### src/rtl/hazard_pkg.sv
// Shared types and constants for the pipeline hazard controller.
// Holds the controller state encoding and the register-index helpers.
package hazard_pkg;

  localparam int REG_IDX_W = 5;
  localparam logic [REG_IDX_W-1:0] REG_X0 = '0;

  typedef enum logic [1:0] {
    ST_HOLD = 2'd0,
    ST_RUN  = 2'd1,
    ST_WAIT = 2'd2
  } hazard_state_e;

  // x0 is hardwired to zero, so a load targeting it can never create a hazard.
  function automatic logic loadUseHazard(
    input logic                 exMemRead,
    input logic [REG_IDX_W-1:0] exRd,
    input logic [REG_IDX_W-1:0] idRs1,
    input logic [REG_IDX_W-1:0] idRs2,
    input logic                 idUsesRs1,
    input logic                 idUsesRs2
  );
    return exMemRead && (exRd != REG_X0) &&
           ((idUsesRs1 && (idRs1 == exRd)) || (idUsesRs2 && (idRs2 == exRd)));
  endfunction

endpackage

### src/rtl/hazard_ctrl_sat_counter.sv
// Saturating up-counter used for the hazard performance statistics.
// Sticks at all-ones instead of wrapping.
module sat_counter #(
  parameter int CNT_W = 32
) (
  input  logic             clk,
  input  logic             rst,
  input  logic             inc_i,
  output logic [CNT_W-1:0] count_o
);

  logic [CNT_W-1:0] countQ;

  always_ff @(posedge clk) begin
    if (rst) begin
      countQ <= '0;
    end else if (inc_i && (countQ != {CNT_W{1'b1}})) begin
      countQ <= countQ + CNT_W'(1);
    end
  end

  assign count_o = countQ;

endmodule

### src/rtl/hazard_ctrl.sv
// Pipeline hazard controller: drives stage enables/flushes from load-use,
// branch and memory-busy conditions, and keeps stall/flush/wait statistics.
module hazard_ctrl
  import hazard_pkg::*;
#(
  parameter int RST_HOLD_CYCLES = 2,
  parameter int WAIT_TIMEOUT    = 255,
  parameter int CNT_W           = 32
) (
  input  logic                 clk,
  input  logic                 rst,
  input  logic [REG_IDX_W-1:0] idRs1,
  input  logic [REG_IDX_W-1:0] idRs2,
  input  logic                 idUsesRs1,
  input  logic                 idUsesRs2,
  input  logic                 exMemRead,
  input  logic [REG_IDX_W-1:0] exRd,
  input  logic                 branchTaken,
  input  logic                 memBusy,
  output logic                 pcEn,
  output logic                 ifidEn,
  output logic                 ifidFlush,
  output logic                 idexEn,
  output logic                 idexFlush,
  output logic                 exmemEn,
  output logic [CNT_W-1:0]     stallCount,
  output logic [CNT_W-1:0]     flushCount,
  output logic [CNT_W-1:0]     waitCount,
  output logic                 timeoutErr
);

  localparam int HOLD_W = $clog2(RST_HOLD_CYCLES + 1);
  localparam int WAIT_W = $clog2(WAIT_TIMEOUT + 1);
  localparam logic [HOLD_W-1:0] HOLD_INIT = HOLD_W'(RST_HOLD_CYCLES - 1);
  localparam logic [WAIT_W-1:0] WAIT_MAX  = WAIT_W'(WAIT_TIMEOUT);

  hazard_state_e     stateQ, stateD;
  logic [HOLD_W-1:0] holdCntQ, holdCntD;
  logic [WAIT_W-1:0] waitCntQ, waitCntD;
  logic              timeoutErrQ, timeoutErrD;
  logic              incStall, incFlush, incWait;
  logic              loadUse;

  assign loadUse = loadUseHazard(exMemRead, exRd, idRs1, idRs2, idUsesRs1, idUsesRs2);

  always_ff @(posedge clk) begin
    if (rst) begin
      stateQ      <= ST_HOLD;
      holdCntQ    <= HOLD_INIT;
      waitCntQ    <= '0;
      timeoutErrQ <= 1'b0;
    end else begin
      stateQ      <= stateD;
      holdCntQ    <= holdCntD;
      waitCntQ    <= waitCntD;
      timeoutErrQ <= timeoutErrD;
    end
  end

  // Mealy control: enables/flushes react in the same cycle as the hazard.
  always_comb begin
    stateD      = stateQ;
    holdCntD    = holdCntQ;
    waitCntD    = waitCntQ;
    timeoutErrD = timeoutErrQ;
    pcEn        = 1'b1;
    ifidEn      = 1'b1;
    idexEn      = 1'b1;
    exmemEn     = 1'b1;
    ifidFlush   = 1'b0;
    idexFlush   = 1'b0;
    incStall    = 1'b0;
    incFlush    = 1'b0;
    incWait     = 1'b0;

    if (rst || (stateQ == ST_HOLD)) begin
      pcEn      = 1'b0;
      ifidEn    = 1'b0;
      idexEn    = 1'b0;
      exmemEn   = 1'b0;
      ifidFlush = 1'b1;
      idexFlush = 1'b1;
      if (holdCntQ == '0) begin
        stateD = ST_RUN;
      end else begin
        holdCntD = holdCntQ - HOLD_W'(1);
      end
    end else if (memBusy) begin
      pcEn    = 1'b0;
      ifidEn  = 1'b0;
      idexEn  = 1'b0;
      exmemEn = 1'b0;
      incWait = 1'b1;
      stateD  = ST_WAIT;
      if (stateQ != ST_WAIT) begin
        waitCntD = WAIT_W'(1);
      end else if (waitCntQ < WAIT_MAX) begin
        waitCntD = waitCntQ + WAIT_W'(1);
      end
      if (waitCntD >= WAIT_MAX) begin
        timeoutErrD = 1'b1;
      end
    end else begin
      stateD   = ST_RUN;
      waitCntD = '0;
      // A load-use behind a taken branch is dropped: that instruction is flushed.
      if (branchTaken) begin
        ifidFlush = 1'b1;
        idexFlush = 1'b1;
        incFlush  = 1'b1;
      end else if (loadUse) begin
        pcEn      = 1'b0;
        ifidEn    = 1'b0;
        idexFlush = 1'b1;
        incStall  = 1'b1;
      end
    end
  end

  assign timeoutErr = timeoutErrQ;

  sat_counter #(.CNT_W(CNT_W)) uStallCnt (
    .clk     (clk),
    .rst     (rst),
    .inc_i   (incStall),
    .count_o (stallCount)
  );

  sat_counter #(.CNT_W(CNT_W)) uFlushCnt (
    .clk     (clk),
    .rst     (rst),
    .inc_i   (incFlush),
    .count_o (flushCount)
  );

  sat_counter #(.CNT_W(CNT_W)) uWaitCnt (
    .clk     (clk),
    .rst     (rst),
    .inc_i   (incWait),
    .count_o (waitCount)
  );

endmodule

### config.mk
export PLATFORM = sky130hd
export DESIGN_NAME = hazard_ctrl
export DESIGN_NICKNAME = d
export VERILOG_FILES = /design/src/rtl/hazard_pkg.sv /design/src/rtl/hazard_ctrl_sat_counter.sv /design/src/rtl/hazard_ctrl.sv
export SDC_FILE = /design/constraint.sdc
export NUM_CORES = 1
export LEC_CHECK = 0
export BUFFER_PORTS_ARGS = -buffer_cell sky130_fd_sc_hd__buf_4
export CAP_MARGIN = 20
export CELL_PAD_IN_SITES_DETAIL_PLACEMENT = 0
export CELL_PAD_IN_SITES_GLOBAL_PLACEMENT = 2
export CORE_MARGIN = 10
export CORE_UTILIZATION = 35
export CTS_BUF_LIST = sky130_fd_sc_hd__clkbuf_16
export CTS_CLUSTER_SIZE = 12
export DETAILED_ROUTE_END_ITERATION = 6
export PLACE_DENSITY_LB_ADDON = 0.1
export RECOVER_POWER = 50
export SYNTH_ARGS = -nofsm -noshare
export SYNTH_HDL_FRONTEND = slang
export SYNTH_HIERARCHICAL = 1
export SYNTH_SLANG_ARGS = --single-unit
### constraint.sdc
create_clock -name clk -period 12.23 [get_ports clk]
set_input_delay 3.669 -clock clk [delete_from_list [all_inputs] [get_ports clk]]
set_output_delay 3.669 -clock clk [all_outputs]
set_load 0.05 [all_outputs]
=== Word level (Yosys, flattened, before mapping) ===
Cells that the tools add are included.

* Output and inout port bits: 103
* Logic and storage cells: 64
* Flip-flop bits (word level): 109
* Input bits: 22

* Bitwise logic cells: 2
* Reductions and logical operators: 14
* Eq/ne operators: 7
* Add/subtract/negate cells: 5
* Multiplexer cells: 27
* Order comparisons: 2

{| class="wikitable"
|+ Operators with widths
! operator !! number
|-
| $add 32x1->32 const B || 3
|-
| $ne 32x32->1 const B || 3
|-
| $mux 8 || 5
|-
| $mux 1 || 19
|-
| $eq 5x5->1 || 2
|-
| $add 8x1->8 const B || 1
|-
| $ge 8x8->1 const B || 1
|-
| $lt 8x8->1 const B || 1
|-
| $logic_and 1x1->1 || 7
|-
| $mux 2 || 3
|-
| $reduce_bool 5->1 || 1
|-
| $logic_not 2->1 || 2
|-
| $reduce_and 3->1 || 1
|-
| $logic_or 1x1->1 || 2
|-
| $ne 2x1->1 const B || 1
|-
| $ne 2x2->1 const B || 1
|-
| $not 1->1 || 2
|-
| $reduce_and 2->1 || 1
|-
| $sub 2x1->2 const B || 1
|}

=== Logic depth before layout (Yosys ltp) ===
Gate-level depths: netlist (run 1).

* Depth after elaboration: 9
* Depth in mapped cells: 9

=== Hierarchy ===
The synthesis (run 1) kept the hierarchy.

{| class="wikitable"
|+ By module, submodules not included
! module !! times used !! seq. area each (um^2) !! area each (um^2) !! cells each
|-
| sat_counter || 3 || 640.6 || 1674.1 || 199
|-
| hazard_ctrl || 1 || 260.2 || 1027.2 || 121
|}

=== Least setup slack after synthesis (run 1) ===
No wires, ideal clock.

* Kind: input to output
* Start point: in exRd[3]
* End point: out idexFlush
* Slack: 2.497 ns
* Data required time: 8.561 ns
* Data arrival time: 6.064 ns
* Stages: 4
* Path buffers: 0
* Cell sequence: xor2_1 -> nor4_1 -> a32oi_1 -> o311ai_0

* Longest elaborated chain between the ends: 8
* Elaborated cells on any way between the ends: 12

{| class="wikitable"
|+ Ends and longest elaborated chain
! item !! RTL line !! text
|-
| start: declaration || hazard_ctrl.sv:17 || <nowiki>input logic [REG_IDX_W-1:0] exRd,</nowiki>
|-
| $eq 5x5->1 || hazard_pkg.sv:24 || <nowiki>((idUsesRs1 && (idRs1 == exRd)) || (idUsesRs2 && (idRs2 == exRd)));</nowiki>
|-
| $logic_and 1x1->1 || hazard_pkg.sv:24 ||
|-
| $logic_or 1x1->1 || hazard_pkg.sv:24 ||
|-
| $logic_and 1x1->1 (*) || hazard_pkg.sv:23 || <nowiki>return exMemRead && (exRd != REG_X0) &&</nowiki>
|-
| $mux 1 (*) || hazard_ctrl.sv:111 || <nowiki>end else if (loadUse) begin</nowiki>
|-
| $mux 1 (*) || hazard_ctrl.sv:107 || <nowiki>if (branchTaken) begin</nowiki>
|-
| $mux 1 (*) || hazard_ctrl.sv:88 || <nowiki>end else if (memBusy) begin</nowiki>
|-
| $mux 1 (*) || hazard_ctrl.sv:76 || <nowiki>if (rst || (stateQ == ST_HOLD)) begin</nowiki>
|-
| end: declaration || hazard_ctrl.sv:24 || <nowiki>output logic idexFlush,</nowiki>
|}

Every way passes the cells marked *; elsewhere a longest branch is shown, timed or not.

=== Worst setup path in the final report (run 1) ===
* Start point: in rst
* End point: out idexFlush

* Longest elaborated chain between the ends: 2

{| class="wikitable"
|+ Ends and longest elaborated chain
! item !! RTL line !! text
|-
| start: declaration || hazard_ctrl.sv:11 || <nowiki>input logic rst,</nowiki>
|-
| $logic_or 1x1->1 || hazard_ctrl.sv:76 ||
|-
| $mux 1 || hazard_ctrl.sv:76 ||
|}

No other way between the ends.

==> results of run 1 <==
## critical path: stages
cell	delay, ns
clkbuf_1	1.27
o21ba_1	0.32
o311ai_0	0.13
buf_4	0.28
## routing by layer
metal / vias up / GRT usage (%) / routed length, um
met5: - / 0 / 0
met4: 0 / 4.96 / 231
met3: 17 / 3.92 / 1050
met2: 132 / 24.9 / 8340
met1: 2835 / 19.1 / 8310
li1: 2961 / - / -
## Yosys cell counts, types with 4 or more instances
master / instances / area share [%]
and4_1: 13 / 1.9
buf_2: 12 / 0.99
nand3_1: 40 / 3.3
dfxtp_1: 109 / 36
a21o_1: 5 / 0.62
o21ai_0: 31 / 2.6
a2111oi_0: 6 / 0.87
nor3b_1: 6 / 0.74
nor4_1: 15 / 1.6
and3_1: 11 / 1.1
xnor2_1: 21 / 3.0
nand2_1: 35 / 2.2
mux2i_1: 4 / 0.66
xor2_1: 11 / 1.6
clkbuf_1: 25 / 1.6
or3_1: 30 / 3.1
o31ai_1: 36 / 4.5
nor2b_1: 7 / 0.72
ha_1: 5 / 1.0
a21oi_1: 74 / 6.1
nor2_1: 47 / 2.9
nand2b_1: 6 / 0.62
nand4_1: 33 / 3.4
inv_1: 10 / 0.62
a211oi_1: 9 / 1.1
nor3_1: 10 / 0.83
and2_1: 5 / 0.52
buf_4: 4 / 0.50
or4_1: 37 / 4.6
## per-stage QoR
step | utilization, % | setup WS, ns | cell area (um2) | hold slack, ns | total power, W
floorplan | - | 2.50 | 6050 | 0.469 | 0.000424
global placement | 41.5 | 3.49 | 7100 | 0.458 | 0.000445
detailed placement | 41.5 | 3.41 | 7110 | 0.461 | 0.000447
CTS | 43.0 | 3.40 | 7370 | 0.474 | 0.000721
global route | 40.9 | 2.62 | 7000 | 0.489 | 0.000741
finish | 40.9 | 2.88 | 7000 | 0.471 | 0.000707
## final timing paths
path	endpoint	slack (ns)	from	cells after the start
hold / removal	timeoutErr	0.47	timeoutErr	2
setup / recovery	idexFlush	2.88	rst	4
hold reg to reg	timeoutErr	0.47	timeoutErr	2
setup reg to reg	uStallCnt/count_o[31]	8.23	stateQ[0]	8
## placed cells by master, fill, tap and decap left out, types with 10 or more instances in the layout
cell type / instances
clkbuf_1: 97
nand2_1: 35
and4_1: 13
xor2_1: 11
inv_1: 10
o21ai_0: 31
nor3_1: 10
or3_1: 30
a21oi_1: 74
xnor2_1: 21
or4_1: 37
nor2_1: 47
and3_1: 11
nor4_1: 12
nand4_1: 33
dfxtp_1: 109
nand3_1: 40
buf_4: 32
o31ai_1: 36
## cell type report
type	count	area, um2	area share [%]
clock buffer	9	225	3.22
timing repair buffer	129	604	8.63
tap	225	282	4.02
inverter	10	37.5	0.536
sequential	109	2180	31.2
multi-input combinational	556	3640	52.0
clock inverter	6	31.3	0.447
## power by group through the flow
stage          Clock, W  Sequential [W]  Combinational, W
3_3_place_gp          0        0.000376         0.0000691
3_5_place_dp          0        0.000376         0.0000715
2_1_floorplan         0        0.000377         0.0000477
6_report       0.000269        0.000368         0.0000697
4_1_cts        0.000282        0.000367         0.0000719
5_1_grt        0.000295        0.000369         0.0000765
## sequential cells by signal, summed over array words and instances, names as in the netlist
name	flops
stateQ	2
waitCntQ	8
uFlushCnt/count_o	32
holdCntQ	2
timeoutErr	1
uStallCnt/count_o	32
uWaitCnt/count_o	32
## cell families after synthesis
family                     count (synthesis)
AOI/OAI and AO/OA                        185
xor gates and xnor gates                  32
adders and majority gates                  5
buffers and inverters                     53
DFF                                      109
muxes                                     10
and+or+nand+nor                          324
==> impl_metrics.py, run 1 <==
metrics = {
    "cts": {
        "cts_resized": 0,
        "cts_root_buffer": "clkbuf_16",
        "htreeDepth": 3,
        "postCtsSetupRepairBufs": 0,
        "cts.path.max_buffers": 2,
        "cts_hold_buf": 0,
        "clk_pin_slew_ns": 0.07,
        "cts_sinks": 109,
        "cts_tree": "yes",
        "numCtsBuffers": 9,
        "insertion_delay_ns": 0.35,
    },
    "pwr": {
        "power_density_nw_per_um2": 101,
        "cellLeakagePower_nw": 2.04,
        "pwr-share-comb_pct": 9.9,
        "p_clk_share_pct": 38.1,
        "seq_power_share_pct": 52.0,
        "internal-power_w": 0.000520,
        "p_sw_share_pct": 26.4,
        "ir_drop_mv": 0.0682,
        "net-switching-power_w": 0.000187,
    },
    "route": {
        "vias": 5945,
        "initialDrtViolationCount": 382,
        "wire_per_inst_um": 17.2,
        "drc": 0,
        "wl_um": 17900,
        "drtPass1Iterations": 6,
        "via_per_inst": 5.69,
        "postRouteAntennaNets": 0,
    },
    "setup_path": {
        "worst-setup-path-type": "in2out",
        "required_ns": 8.56,
        "cp-end-kind": "output port",
        "start_kind": "primary input",
        "arrival_ns": 5.68,
        "path_max_fanout": 39,
    },
    "yosys": {
        "yosys_warnings": 6,
        "synth-seq-cells": 109,
        "synth_simple_gate_area_share_pct": 32.1,
        "synthAdderAreaFrac_pct": 1.03,
        "syn-instance-count": 718,
        "yosysUniqueCellTypes": 62,
        "synth_top_family_by_area": "simple AND/OR/NAND/NOR gates",
        "synth_edf_count": 0,
        "synth-main-ff-cell": "dfxtp_1",
        "syn_area_um2": 6050,
        "synthMuxAreaShare_pct": 1.78,
        "synth_xor_area_share_pct": 4.63,
        "seq_area_frac_synth_pct": 36.1,
        "synth_compound_area_share_pct": 20.3,
        "synthesis.nets": 745,
        "syn_area_per_cell_um2": 8.43,
        "async_flop_share_pct": 0,
    },
    "timing": {
        "finalCritPeriodShare_pct": 76.5,
        "slew_viol_final": 40,
        "fmax_mhz": 107,
        "worstMarginPinSlew_ns": 1.82,
        "timing.setup.tns_ns": 0,
        "fin_crit_ns": 9.35,
        "hold_viol": 0,
        "rsz0062_at_grt": "no",
        "slew_headroom_pct": -21.3,
        "setup_viol": 0,
        "skew_ns": 0.00763,
    },
    "placed_design": {
        "io_buffers": 124,
        "placed_cells": 1029,
        "hpwlAfterDp_um": 12900,
        "gp_congestion": 0.794,
    },
    "floorplan": {
        "dieWidth_um": 151,
        "fp-row-count": 48,
        "io_pins": 125,
        "core-area_um2": 17100,
        "initial_core_util_pct": 35.3,
        "die-area_um2": 22900,
        "die_h_um": 151,
    },
    "global_routing": {
        "grt_overflow": 0,
        "grt_max_degree": 84,
        "antenna_found_initial": 0,
        "grt_use_total_pct": 15.2,
        "grt_pass1_vias": 5589,
        "grt_first_pass_wirelength_um": 28700,
    },
    "cells_and_area": {
        "syn_to_final_growth_pct": 15.8,
        "nNetsFinal": 842,
        "antenna_cells": 0,
        "drive_gt1_share_pct": 9.77,
        "finalNonFillerCells": 1044,
        "num-fill-cells": 1820,
    },
    "run": {
        "drv_cap": 1,
    },
    "status": {
        "status": "complete, but fails checks",
        "failed_checks": "capacitance limit, slew limit",
    },
    "min_path": {
        "hp-class": "reg2reg",
    },
}
Note: power is estimated with default switching activity, not from simulation.
==> inputs of run 2 (changes only) <==
Settings changed: CORE_UTILIZATION 35 to 32.
Clock period 12.23 ns to 9.8 ns, I/O delays scaled along.
==> impl_metrics.py, run 2 (same netlist as run 1, synthesis figures left out) <==
metrics = {
    "global_routing": {
        "top_usage_layer": "met2",
        "grt_use_total_pct": 14.5,
        "antenna_found_initial": 0,
        "gr-usage-met1_pct": 17.9,
        "grt_max_degree": 75,
        "gr-usage-met2_pct": 24.2,
        "grt_overflow": 0,
        "grt_first_pass_wirelength_um": 29700,
        "use_met3_pct": 4.69,
        "grt_pass1_vias": 5754,
    },
    "min_path": {
        "hold_start": "timeoutErr",
        "min_to": "timeoutErr",
        "hp-class": "reg2reg",
        "holdPathStages": 2,
    },
    "cts": {
        "cts_tree": "yes",
        "clk_pin_slew_ns": 0.07,
        "htreeDepth": 3,
        "cts.path.max_buffers": 2,
        "cts_sinks": 109,
        "postCtsSetupRepairBufs": 0,
        "cts_resized": 0,
        "numCtsBuffers": 9,
        "insertion_delay_ns": 0.35,
        "cts_hold_buf": 0,
        "cts_root_buffer": "clkbuf_16",
    },
    "cells_and_area": {
        "mostFrequentLayoutCells": "dfxtp_1, clkbuf_1, a21oi_1",
        "antenna_cells": 0,
        "final_common_cell": "dfxtp_1",
        "drive_gt1_share_pct": 9.98,
        "fin_area_um2": 7040,
        "multi_input_area_um2": 3640,
        "syn_to_final_growth_pct": 16.4,
        "num-fill-cells": 2006,
        "finalNonFillerCells": 1056,
        "utilization_pct": 37.8,
        "regArea_um2": 2180,
        "nNetsFinal": 844,
    },
    "setup_path": {
        "ff2ff_setup_slack_ns": 6.18,
        "arrival_ns": 5.28,
        "cp-end-kind": "output port",
        "worst-path-buf-inv": 2,
        "required_ns": 6.86,
        "cp_slowest_stage_delay_ns": 1.55,
        "start_kind": "primary input",
        "crit-reg2reg-capture": "uFlushCnt/count_o[31]",
        "slowest_stage": "clkbuf_1",
        "crit_family": "buffers and inverters",
        "reg2reg_depth": 7,
        "worst-setup-path-type": "in2out",
        "path_max_fanout": 48,
        "crit_cells": 4,
        "reg2reg_from": "stateQ[0]",
        "cp_cell_sequence": "clkbuf_1 > nor3_1 > o31a_1 > buf_4",
    },
    "placed_design": {
        "placed_cells": 1038,
        "gp_congestion": 0.797,
        "dp_slack_ns": 2.52,
        "hpwlAfterDp_um": 13200,
        "io_buffers": 124,
        "dpl-instance-area_um2": 7120,
    },
    "timing": {
        "timing.setup.tns_ns": 0,
        "slew_headroom_pct": -48.7,
        "worstMarginPinSlew_ns": 2.23,
        "final.setup.worst_slack_ns": 1.58,
        "setup_viol": 0,
        "finalCritPeriodShare_pct": 83.9,
        "rsz0062_at_grt": "no",
        "fmax_mhz": 122,
        "slew_viol_final": 49,
        "fin_crit_ns": 8.22,
        "skew_ns": 0.0119,
        "hold_viol": 0,
    },
    "route": {
        "wl_um": 18200,
        "drtPass1Iterations": 4,
        "initialDrtViolationCount": 314,
        "wire_per_inst_um": 17.3,
        "drc": 0,
        "postRouteAntennaNets": 0,
        "via_per_inst": 5.62,
        "vias": 5931,
    },
    "pwr": {
        "ir_drop_mv": 0.0862,
        "power_density_nw_per_um2": 126,
        "cellLeakagePower_nw": 2.05,
    },
    "floorplan": {
        "dieWidth_um": 157,
        "core-area_um2": 18600,
        "fp-row-count": 50,
        "io_pins": 125,
        "die-area_um2": 24800,
        "die_h_um": 157,
        "initial_core_util_pct": 32.4,
    },
    "run": {
        "drv_cap": 1,
    },
    "status": {
        "status": "complete, but fails checks",
        "failed_checks": "capacitance limit, slew limit",
    },
}
==> run 2: cell types whose count changed in the layout (fill, tap and decap cells not counted), sizes merged <==
cell | previous run | this run
inv | 10 | 11
clkinvlp | 1 | 3
clkbuf | 106 | 107
buf | 32 | 33
clkinv | 5 | 3
==> run 2: worst max-delay path by stage <==
stage             from         to  slack, ns
2_1_floorplan  exRd[3]  idexFlush       1.52
3_3_place_gp   exRd[3]  idexFlush       2.56
3_5_place_dp   exRd[3]  idexFlush       2.52
4_1_cts        exRd[3]  idexFlush       2.51
5_1_grt            rst       pcEn       1.24
6_report           rst     ifidEn       1.58
==> run 2: power by group <==
part	leakage, nW	total [W]	switching [W]	internal [W]
clock network	0.126	0.000344	0.000173	0.000171
logic	1.05	0.0000865	0.0000560	0.0000305
registers	0.878	0.000459	0.00000940	0.000450
==> run 2: stage by stage <==
step,total power [W],hold WS [ns]
6_report,0.000890,0.467
5_1_grt,0.000933,0.499
4_1_cts,0.000910,0.475
3_5_place_dp,0.000559,0.464
3_3_place_gp,0.000556,0.457
2_1_floorplan,0.000529,0.469
==> run 2: layout make-up <==
| type | count | area share [%] |
|---|---|---|
| Multi-Input combinational cell | 556 | 51.7 |
| Sequential cell | 109 | 31.0 |
| Timing Repair Buffer | 131 | 8.80 |
| Tap cell | 234 | 4.16 |
| Clock buffer | 9 | 3.20 |
| Clock inverter | 7 | 0.622 |
| Inverter | 10 | 0.533 |
==> run 2: worst register-to-register path: stages, from the launching register on <==
cell and delay [ns]:
dfxtp_1 0.48, nor2_1 0.17, nor3_1 0.74, nand4_1 0.55, nor4_2 0.72, nand4_1 0.19, nor4_1 0.31, mux2_2 0.37
==> run 2: layer usage <==
| layer | up-vias | wire, um | share of wire (%) |
|---|---|---|---|
| met1 | 2825 | 8430 | 46 |
| met3 | 6 | 991 | 5.4 |
| met2 | 125 | 8690 | 48 |
| li1 | 2975 | - | - |
| met5 | - | 0 | 0 |
| met4 | 0 | 123 | 0.67 |
==> inputs of run 3 (changes only) <==
Settings changed: ABC_AREA from default to 1, CORE_UTILIZATION 32 to 27.
Clock period 9.8 ns to 6.75 ns, I/O delays scaled along.
==> impl_metrics.py, run 3 <==
metrics = {
    "setup_path": {
        "arrival_ns": 3.35,
        "start_kind": "primary input",
        "cp-end-kind": "output port",
        "worst-setup-path-type": "in2out",
        "path_max_fanout": 28,
        "required_ns": 4.72,
    },
    "timing": {
        "rsz0062_at_grt": "no",
        "slew_headroom_pct": -2.01,
        "slew_viol_final": 21,
        "hold_viol": 0,
        "skew_ns": 0.0142,
        "fin_crit_ns": 5.38,
        "timing.setup.tns_ns": 0,
        "fmax_mhz": 186,
        "worstMarginPinSlew_ns": 1.52,
        "finalCritPeriodShare_pct": 79.7,
        "setup_viol": 0,
    },
    "cts": {
        "cts.path.max_buffers": 2,
        "postCtsSetupRepairBufs": 0,
        "cts_hold_buf": 0,
        "htreeDepth": 3,
        "cts_tree": "yes",
        "cts_resized": 0,
        "numCtsBuffers": 9,
        "clk_pin_slew_ns": 0.08,
        "cts_sinks": 109,
        "cts_root_buffer": "clkbuf_16",
        "insertion_delay_ns": 0.36,
    },
    "yosys": {
        "syn_area_um2": 7190,
        "async_flop_share_pct": 0,
        "seq_area_frac_synth_pct": 30.4,
        "synth.most_common_cell": "nand2_1",
        "yosysUniqueCellTypes": 37,
        "yosys_warnings": 6,
        "synth_top_area_share_pct": 30.4,
        "synth_edf_count": 0,
        "synth_common_cells": "nand2_1, nor2_1, dfxtp_1",
        "yosys-top-cells-area": "dfxtp_1, nand2_1, nor2_1",
        "synth-main-ff-cell": "dfxtp_1",
        "yosys.area.top_type": "dfxtp_1",
        "syn-instance-count": 1131,
        "syn_area_per_cell_um2": 6.36,
        "synthesis.nets": 1158,
        "synth-seq-cells": 109,
    },
    "pwr": {
        "p_total_w": 0.00133,
        "cellLeakagePower_nw": 3.41,
        "power_density_nw_per_um2": 162,
        "ir_drop_mv": 0.115,
    },
    "route": {
        "via_per_inst": 4.60,
        "drc": 0,
        "vias": 7279,
        "initialDrtViolationCount": 400,
        "postRouteAntennaNets": 0,
        "wl_um": 23200,
        "wire_per_inst_um": 14.6,
        "drtPass1Iterations": 4,
    },
    "run": {
        "drv_cap": 1,
    },
    "cells_and_area": {
        "antenna_cells": 0,
        "mostFrequentLayoutCells": "nand2_1, nor2_1, inv_1",
        "syn_to_final_growth_pct": 14.6,
        "final_common_cell": "nand2_1",
        "nNetsFinal": 1268,
        "drive_gt1_share_pct": 12.7,
    },
    "global_routing": {
        "grt_max_degree": 42,
        "grt_overflow": 0,
        "grt_use_total_pct": 13.7,
        "grt_pass1_vias": 7108,
        "grt_first_pass_wirelength_um": 37800,
        "antenna_found_initial": 0,
    },
    "placed_design": {
        "hpwlAfterDp_um": 17600,
        "io_buffers": 124,
        "gp_congestion": 0.753,
    },
    "status": {
        "status": "complete, but fails checks",
        "failed_checks": "capacitance limit, slew limit",
    },
    "floorplan": {
        "fp-row-count": 59,
        "die-area_um2": 33500,
        "dieWidth_um": 183,
        "die_h_um": 183,
        "initial_core_util_pct": 27.5,
        "core-area_um2": 26100,
        "io_pins": 125,
    },
    "min_path": {
        "hp-class": "reg2reg",
    },
}
[run 3: cell count changes after synthesis, moves of 35 or more]
cell     delta
nand2_1   +260
nand3_1    +52
or4_1      -37
o31ai_1    -35
inv_1      +96
nor2_1    +180
[run 3: cell families (layout without fill, tap and decap cells)]
group | count (synthesis) | in the layout | share of synthesized area (%)
adder cells (fa/ha/maj) | 5 | 5 | 0.870
AND/OR/NAND/NOR | 769 | 769 | 51.3
AO/OA/AOI/OAI | 97 | 97 | 7.48
XOR/XNOR | 4 | 4 | 0.487
buffers and inverters | 147 | 262 | 9.45
flip-flops | 109 | 109 | 30.4
[run 3: final cells by class]
cell class | instances | area (um2)
repair buffers | 126 | 593
multi-input cells | 875 | 4310
fillers | 2975 | 17900
well taps | 335 | 419
clock buffers | 9 | 225
clock inverters | 7 | 60.1
flip-flops and latches | 109 | 2180
inverters | 120 | 450
[run 3: worst paths after layout]
kind | endpoint | slack [ns] | startpoint | cells after the start
max | ifidEn | 1.37 | rst | 7
min | timeoutErr | 0.46 | timeoutErr | 2
max reg2reg | uWaitCnt/count_o[25] | 3.29 | stateQ[0] | 13
min reg2reg | timeoutErr | 0.46 | timeoutErr | 2
[run 3: worst max-delay path, stage by stage]
cell	delay [ns]
buf_4	0.21
nor2_1	0.24
inv_1	0.20
nor2_1	0.29
nand2_1	0.09
inv_1	0.08
buf_4	0.20
[run 3: routing by layer]
metal  wire length [um]  up-vias  share of wire, %  GRT usage (%)
li1                   -     3855                 -              -
met1              11900     3299                51           18.2
met2              10000      118                43           22.1
met3               1150        7               5.0           3.75
met4                129        0              0.56           1.93
met5                  0        -                 0              0
[run 3: power breakdown]
part,internal [W],switching [W],leakage [nW]
logic,0.0000394,0.0000898,2.38
clock network,0.000284,0.000256,0.153
registers,0.000653,0.00000856,0.879
[run 3: per-stage QoR]
stage	instance area (um2)	instances	hold slack [ns]	setup WS [ns]	utilization [%]
6_report	8240	1581	0.464	1.37	31.5
4_1_cts	8610	1581	0.480	1.49	32.9
3_5_place_dp	8320	1565	0.464	1.49	31.9
5_1_grt	8240	1581	0.526	1.23	31.5
3_3_place_gp	8320	1565	0.461	1.45	31.9
2_1_floorplan	7190	1131	0.471	0.990	-
